`src/rtl/sync_fifo_param.sv`:
```
// Single-clock FIFO: internal pointers, occupancy count, programmable flags, sticky errors, flush.
// Define SYNC_FIFO_FWFT_EN for first-word-fall-through output; the default is registered-read mode.
module sync_fifo_param #(
  parameter int DATA_WIDTH      = 32,
  parameter int ADDR_WIDTH      = 5,
  parameter int ALMOST_FULL_TH  = 28,
  parameter int ALMOST_EMPTY_TH = 4
) (
  input  logic                  clk,
  input  logic                  resetn,
  input  logic                  flush,
  input  logic                  writeEnable,
  input  logic [DATA_WIDTH-1:0] wd,
  input  logic                  readEnable,
  output logic [DATA_WIDTH-1:0] rd,
  output logic                  rdValid,
  output logic                  full,
  output logic                  empty,
  output logic                  almostFull,
  output logic                  almostEmpty,
  output logic [ADDR_WIDTH:0]   count,
  output logic                  overflow,
  output logic                  underflow
);

  localparam int                  PW      = ADDR_WIDTH + 1;
  localparam int                  DEPTH   = 2 ** ADDR_WIDTH;
  localparam logic [ADDR_WIDTH:0] DEPTH_C = {1'b1, {ADDR_WIDTH{1'b0}}};
  localparam logic [ADDR_WIDTH:0] AF_C    = PW'(ALMOST_FULL_TH);
  localparam logic [ADDR_WIDTH:0] AE_C    = PW'(ALMOST_EMPTY_TH);

  logic [DATA_WIDTH-1:0] mem [0:DEPTH-1];

  logic [ADDR_WIDTH:0] wptr, rptr;
  logic [ADDR_WIDTH:0] wptr_nx, rptr_nx, count_nx;
  logic                wr_acc, rd_acc;
  logic                mem_we, rd_load, rd_bypass, rdv_nx;

`ifdef SYNC_FIFO_FWFT_EN
  logic mem_has, stage_free;
  // The output stage is the head of the FIFO; empty simply means the stage holds nothing.
  assign empty = ~rdValid;
`endif

  // NOTE: every signal written here gets a value on every path, so no latch is inferred.
  always_comb begin
    wr_acc     = writeEnable & ~full;
`ifdef SYNC_FIFO_FWFT_EN
    rd_acc     = readEnable & rdValid;
    mem_has    = (wptr != rptr);
    stage_free = ~rdValid | readEnable;
    // Refill the stage from the array first; a write bypasses straight in only when the array is empty.
    rd_load    = ~flush & stage_free & mem_has;
    rd_bypass  = ~flush & stage_free & ~mem_has & wr_acc;
    mem_we     = ~flush & wr_acc & ~rd_bypass;
    rdv_nx     = ~flush & ((rdValid & ~readEnable) | rd_load | rd_bypass);
`else
    rd_acc     = readEnable & ~empty;
    rd_load    = ~flush & rd_acc;
    rd_bypass  = 1'b0;
    mem_we     = ~flush & wr_acc;
    rdv_nx     = rd_load;
`endif
    if (flush) begin
      wptr_nx  = '0;
      rptr_nx  = '0;
      count_nx = '0;
    end else begin
      wptr_nx  = wptr + PW'(mem_we);
      rptr_nx  = rptr + PW'(rd_load);
      count_nx = count + PW'(wr_acc) - PW'(rd_acc);
    end
  end

  // NOTE: registers use non-blocking assignments so each one samples the pre-edge state.
  always_ff @(posedge clk or negedge resetn) begin
    if (!resetn) begin
      wptr        <= '0;
      rptr        <= '0;
      count       <= '0;
      rdValid     <= 1'b0;
      full        <= 1'b0;
      almostFull  <= 1'b0;
      almostEmpty <= 1'b1;
      overflow    <= 1'b0;
      underflow   <= 1'b0;
`ifndef SYNC_FIFO_FWFT_EN
      empty       <= 1'b1;
`endif
    end else begin
      wptr        <= wptr_nx;
      rptr        <= rptr_nx;
      count       <= count_nx;
      rdValid     <= rdv_nx;
      // Flags come from the post-edge count so they never lag the occupancy.
      full        <= (count_nx == DEPTH_C);
      almostFull  <= (count_nx >= AF_C);
      almostEmpty <= (count_nx <= AE_C);
      overflow    <= overflow | (~flush & writeEnable & full);
      underflow   <= underflow | (~flush & readEnable & empty);
`ifndef SYNC_FIFO_FWFT_EN
      empty       <= (count_nx == '0);
`endif
    end
  end

  always_ff @(posedge clk or negedge resetn) begin
    if (!resetn)        rd <= '0;
    else if (rd_load)   rd <= mem[rptr[ADDR_WIDTH-1:0]];
    else if (rd_bypass) rd <= wd;
  end

  // NOTE: the storage array has no reset; pointers and count alone decide which words are live.
  always_ff @(posedge clk) begin
    if (mem_we) mem[wptr[ADDR_WIDTH-1:0]] <= wd;
  end

endmodule

```
`config.mk`:
```
export PLATFORM = sky130hd
export DESIGN_NAME = sync_fifo_param
export DESIGN_NICKNAME = d
export VERILOG_FILES = /design/src/rtl/sync_fifo_param.sv
export SDC_FILE = /design/constraint.sdc
export NUM_CORES = 1
export LEC_CHECK = 0
export ABC_AREA = 1
export BUFFER_PORTS_ARGS = -buffer_cell sky130_fd_sc_hd__buf_2
export CORE_MARGIN = 4
export CORE_UTILIZATION = 43
export DETAILED_ROUTE_END_ITERATION = 12
export GPL_TIMING_DRIVEN = 0
export MAX_ROUTING_LAYER = met4
export PLACE_DENSITY_LB_ADDON = 0.1
export SKIP_LAST_GASP = 1
export SLEW_MARGIN = 20
export SYNTH_ARGS = -nofsm -noshare
export SYNTH_HDL_FRONTEND = slang
export SYNTH_SLANG_ARGS = --single-unit
export TNS_END_PERCENT = 100
```
`constraint.sdc`:
```
create_clock -name clk -period 2.8 [get_ports clk]
set_input_delay 0.56 -clock clk [delete_from_list [all_inputs] [get_ports clk]]
set_output_delay 0.56 -clock clk [all_outputs]
set_load 0.02 [all_outputs]
```
==> results of run 1 <==
## critical path: stages (launching register included)
cell,delay (ns)
dfrtp_1,0.40
nor2_1,0.43
nand3_1,0.82
nor2_4,0.79
buf_12,0.26
## cell type report
cell class | count | area, um^2 | share of cell area (%)
antenna | 3 | 7.51 | 0.0148
tap | 1298 | 1620 | 3.20
clock inverter | 64 | 419 | 0.826
sequential | 1079 | 32100 | 63.3
clock buffer | 151 | 3150 | 6.20
timing repair buffer | 154 | 1880 | 3.70
buffer | 219 | 1090 | 2.16
inverter | 37 | 141 | 0.278
multi-input combinational | 2365 | 10300 | 20.3
## cell usage in the layout, fill, tap and decap left out, types with 24 or more instances in the layout
| master | n |
|---|---|
| a21oi_1 | 164 |
| buf_4 | 34 |
| clkinv_1 | 34 |
| edfxtp_1 | 1024 |
| buf_2 | 222 |
| nand3b_1 | 33 |
| buf_16 | 24 |
| nand2_1 | 1464 |
| nor2_1 | 53 |
| dfrtp_1 | 52 |
| buf_12 | 35 |
| clkbuf_1 | 62 |
| nor2_4 | 32 |
| nand3_1 | 592 |
| inv_1 | 33 |
| clkbuf_16 | 119 |
## per-stage QoR
step | setup WS [ns] | TNS [ns] | hold slack [ns]
6_report | -0.253 | -14.68 | 0.126
5_1_grt | -0.275 | -20.21 | 0.121
4_1_cts | -0.162 | -7.42 | 0.0945
3_5_place_dp | -0.848 | -679.12 | 0.444
3_3_place_gp | -2.76 | -2409.39 | 0.460
2_1_floorplan | -0.172 | -175.78 | 0.264
## what timing repair did
item                                   in CTS  in global routing
pin swaps                                  24                  1
setup buffers                              34                  1
setup endpoints to repair                 644                200
hold buffers                                1                  0
endpoints found under the hold margin      15                  0
gates resized for setup                     9                  7
gates cloned                                0                  0
## power groups by stage
| stage | Clock, mW | Sequential, mW | Combinational, mW |
|---|---|---|---|
| 2_1_floorplan | 0 | 18.8 | 2.27 |
| 3_3_place_gp | 0 | 18.6 | 4.57 |
| 3_5_place_dp | 0 | 18.5 | 4.68 |
| 4_1_cts | 14.7 | 18.2 | 4.72 |
| 5_1_grt | 15.4 | 18.2 | 5.12 |
| 6_report | 14.6 | 18.2 | 4.70 |
## registers in the layout (all words and copies together) (netlist names), 5 cells and up
signal  cells
wptr        5
rptr        5
rd         32
count       6
mem      1024
## path summary, 6_finish.rpt
path | depth (start not counted) | startpoint | endpoint | slack, ns
worst min register to register | 1 | underflow | underflow | 0.46
worst max-delay path | 4 | full | mem[18][17] | -0.25
worst max register to register | 4 | full | mem[18][17] | -0.25
max in group asynchronous | 3 | resetn | rd[24] | 1.94
min in group asynchronous | 2 | resetn | rdValid | 0.27
worst min-delay path | 2 | readEnable | underflow | 0.13
## metal layers
metal / track usage (%) / part of all wire [%]
met5: - / 0
met4: 8.33 / 3.5
met3: 3.32 / 6.5
met2: 42.8 / 48
met1: 35.2 / 42
## logic make-up after synthesis
kind of cell | Yosys count
simple gates | 2179
flops | 1079
buf+inv | 257
compound gates | 174
fa+ha+maj | 11
xor+xnor | 1
==> metrics, run 1 <==
Max Clock Freq=328 MHz; final setup vio count=165; port bufs=81; Internal=27.6 mW; skew final=0.0290 ns; total wire length=138000 um; worst-case clock buffer depth=3; Fillers=8865; HPWL after DPL=92000 um; adder-cell area share of the yosys netlist=0.334%; post-route clock period utilization=109%; Synth cell types=26; Gate power share=12.5%; Tot Pwr=37.5 mW; clock power share=38.9%; top cells by instance count after synthesis=nand2_1 (1464), edfxtp_1 (1024), nand3_1 (592); DR DRC count=0; pwr dens=738 nW/um^2; Synth Area per Inst=11.7 um^2; Area after DPL=46600 um^2; Worst setup EP type=flop; Final #Nets=4020; cts bufs inserted=116; syn_nets=3749; Placer Congestion=0.881; vias per inst=5.41; Die Area=106000 um^2; worst-path fanout max=22; synth warn=0; Clock Sinks=1079; H-tree depth=3; Rel. slew slack=34.2%; Critical Path Source Type=flop; #FFs+latches synth=1079; WL per Instance=25.7 um; Starting DRT DRC Count=2958; total track usage=26.5%; largest net degree at the start of global routing=41; Max VDD drop=0.520 mV; CORE AREA=100000 um^2; first-pass GRT wire length=197000 um; Worst Path Arrival=3.44 ns; most common cell in the netlist=nand2_1; I/O pin count=82; Synth area leaders=edfxtp_1 (71%), nand2_1 (13%), nand3_1 (6.8%); Simple-Gate Fraction of Synth Area=20.8%; Area growth, synth to finish=16.9%; Clk pin slew, worst setup/hold paths=0.07 ns; initial core utilization=43.4%; Via Count=29100; fraction of layout cells with a size suffix above 1=12.7%; antenna violations before repair=6; Yosys top cell area share=70.8%; commonest register cell after synthesis=edfxtp_1; Clk Latency, worst-skew pair=0.70 ns; compound-cell area share of the yosys netlist=2.03%; Final min period=3.05 ns; cell area after layout=50800 um^2; Die H=326 um; sequential-to-total area share from yosys stat=74.0%; run status=finished with violations; Sequential Power Share=48.6%; Inst Count DP=5117; multiplexer share of the synthesized area=0%; Leakage Power=19.2 nW; HP Class=in2reg; Chip Width=326 um; number of global-route vias before repair=27600; total iterations of the first detailed-routing run=5; largest area contributor in the netlist=edfxtp_1; Post-Syn Area=43400 um^2; Final Hold Violating Endpoints=0; Net Switching=9.92 mW; Congestion Overflow GR=0; WP data required=3.19 ns; RSZ-0062 raised after global routing=yes; row count=116; post-route setup slack=-0.253 ns; violated checks=setup timing; final slew viol count=0; Synth Instances=3701; post-route ant nets=0; Root Driver=clkbuf_16; final cell count without fillers=5370; CTS tree=done; Max Cap Viol=0; Slew @ Worst Pin=0.984 ns; share of flip-flops with an asynchronous set or reset=5.10%; Post-Synth XOR/XNOR Area=0.0202%; EDFF count, synth=1024; largest family of logic cells by synthesized area=simple AND/OR/NAND/NOR gates; sw frac=26.5%; Core Util, Final=50.7%; Setup CP Type=reg2reg
(Power assumes the default switching activity.)
==> run 2: changes to the inputs <==
--- a/config.mk
+++ b/config.mk
@@ -13,6 +13,7 @@
 export GPL_TIMING_DRIVEN = 0
 export MAX_ROUTING_LAYER = met4
 export PLACE_DENSITY_LB_ADDON = 0.1
+export SKIP_CTS_REPAIR_TIMING = 1
 export SKIP_LAST_GASP = 1
 export SLEW_MARGIN = 20
 export SYNTH_ARGS = -nofsm -noshare
==> constraint.sdc (replaced) <==
create_clock -name clk -period 2.8 [get_ports clk]
set_input_delay 0.56 -clock clk [delete_from_list [all_inputs] [get_ports clk]]
set_output_delay 0.56 -clock clk [all_outputs]
set_load 0.01 [all_outputs]
==> run 2 against run 1 <==
The flow still finishes with violations (setup timing); cell count about the same; total power decreased by 0.50%; sequential power about the same; register-to-register slack improved by 0.07 ns; via count increased by 0.30%; highest routed layer unchanged; combinational power decreased by 4.3%; design area increased by 0.11%; maximum frequency increased by 2.4%; clock power about the same; first-iteration DRC count increased by 8.1%.
==> metrics, run 2 (synthesized netlist as in run 1, its figures left out) <==
Chip Width=326 um (unchanged); number of global-route vias before repair=27200 (-1.5%); run status=finished with violations; post-route ant nets=0 (unchanged); Setup CP Type=reg2reg; most frequent cells in the layout=nand2_1 (1464), edfxtp_1 (1024), nand3_1 (592); DR DRC count=0 (unchanged); Via Count=29200 (+0.30%); post-route setup slack=-0.182 ns (+0.0714 ns); row count=116 (unchanged); antenna violations before repair=5 (-1); max reg flops=1024 (unchanged); H-tree depth=3 (unchanged); Fillers=8863 (-0.023%); Clock Sinks=1079 (unchanged); WL per Instance=25.6 um (-0.14%); Final #Nets=4023 (+0.075%); RSZ-0062 raised after global routing=yes; HP Class=in2reg; cts bufs inserted=116 (unchanged); vias per inst=5.43 (+0.24%); total track usage=26.2% (-0.21 points); I/O pin count=82 (unchanged); total wire length=138000 um (about the same); total iterations of the first detailed-routing run=6 (+1); multi-input combinational cell area=10300 um^2 (unchanged); Final Hold Violating Endpoints=0 (unchanged); Max Cap Viol=0 (unchanged); initial core utilization=43.4% (unchanged); Slew @ Worst Pin=0.939 ns (-0.0453 ns); final setup vio count=130 (-21%); Critical Path Source Type=flop; Placer Congestion=0.881 (unchanged); Die Area=106000 um^2 (unchanged); Fin Setup TNS=-8.37 ns (+6.31 ns); Final min period=2.98 ns (-0.0714 ns); worst-path fanout max=22 (unchanged); Clk Latency, worst-skew pair=0.70 ns (about the same); pwr dens=734 nW/um^2 (-0.60%); port bufs=81 (unchanged); Starting DRT DRC Count=3198 (+8.1%); Inst Count DP=5117 (unchanged); Root Driver=clkbuf_16; post-route clock period utilization=106% (-2.6 points); Tot Pwr=37.3 mW (-0.50%); Die H=326 um (unchanged); met3 WL=8870 um (-0.47%); Worst setup EP type=flop; commonest non-fill, non-tap cell in the layout=nand2_1; WP data required=3.18 ns (about the same); M1 wire length=57700 um (+0.58%); CTS tree=done; largest net degree at the start of global routing=41 (unchanged); final cell count without fillers=5373 (+0.056%); sequential cell area=32100 um^2 (unchanged); WL met2=66600 um (-0.21%); Congestion Overflow GR=0 (unchanged); Clk pin slew, worst setup/hold paths=0.06 ns (about the same); Max Used Layer=met4; Worst Path Arrival=3.36 ns (-0.08 ns); Leakage Power=19.2 nW (+0.11%); Area growth, synth to finish=17.0%; first-pass GRT wire length=195000 um (-0.86%); Rel. slew slack=37.3% (+3.0 points); final slew viol count=0 (unchanged); Max VDD drop=0.517 mV (-0.57%); CORE AREA=100000 um^2 (unchanged); fraction of layout cells with a size suffix above 1=12.8% (+0.064 points); HPWL after DPL=92000 um (unchanged); violated checks=setup timing; Max Clock Freq=335 MHz (+2.4%); skew final=0.0284 ns (-0.000545 ns); worst-case clock buffer depth=3 (unchanged); Worst Hold Slack=0.128 ns (+0.00236 ns)
## run 2: cell types whose count changed in the layout (fill, tap and decap cells not counted), sizes merged
cell	previous run	this run
buf	329	327
clkbuf	194	199
clkinvlp	2	3
inv	39	38
## run 2: report_power, final
part           total, mW  internal, mW  switching [mW]
logic               4.50          1.21            3.29
clock network       14.6          8.31            6.26
registers           18.2          18.0           0.174
## run 2: through the flow
step	setup WS (ns)	util, %	area [um^2]
6_report	-0.182	50.8	50800
5_1_grt	-0.254	50.7	50800
4_1_cts	-0.255	50.1	50200
3_5_place_dp	-0.848	46.6	46600
3_3_place_gp	-2.76	45.4	45500
2_1_floorplan	-0.172	-	43400
## run 2: layout make-up
type	instances	area share [%]
inverters	37	0.286
diodes	3	0.0148
clock buffers	151	6.19
repair buffers	157	3.79
multi-input cells	2365	20.3
flip-flops and latches	1079	63.2
well taps	1298	3.20
plain buffers	219	2.16
clock inverters	64	0.825
## run 2: worst max-delay path, stage by stage (launching register included)
cell	delay [ns]
dfrtp_1	0.40
nor2_1	0.42
nand3_1	0.78
nor2_4	0.77
buf_12	0.26
## run 2: routing by layer
layer | vias up | track usage [%]
li1 | 13400 | -
met1 | 14400 | 35.3
met2 | 1101 | 42.6
met3 | 233 | 3.05
met4 | 0 | 7.55
met5 | - | -
## run 2: final timing paths
check	startpoint	to	slack, ns	cells after the start
min	readEnable	underflow	0.13	2
max	full	mem[18][17]	-0.18	4
max reg2reg	full	mem[18][17]	-0.18	4
max in group asynchronous	resetn	rd[24]	1.93	3
min reg2reg	underflow	underflow	0.46	1
min in group asynchronous	resetn	rdValid	0.27	2
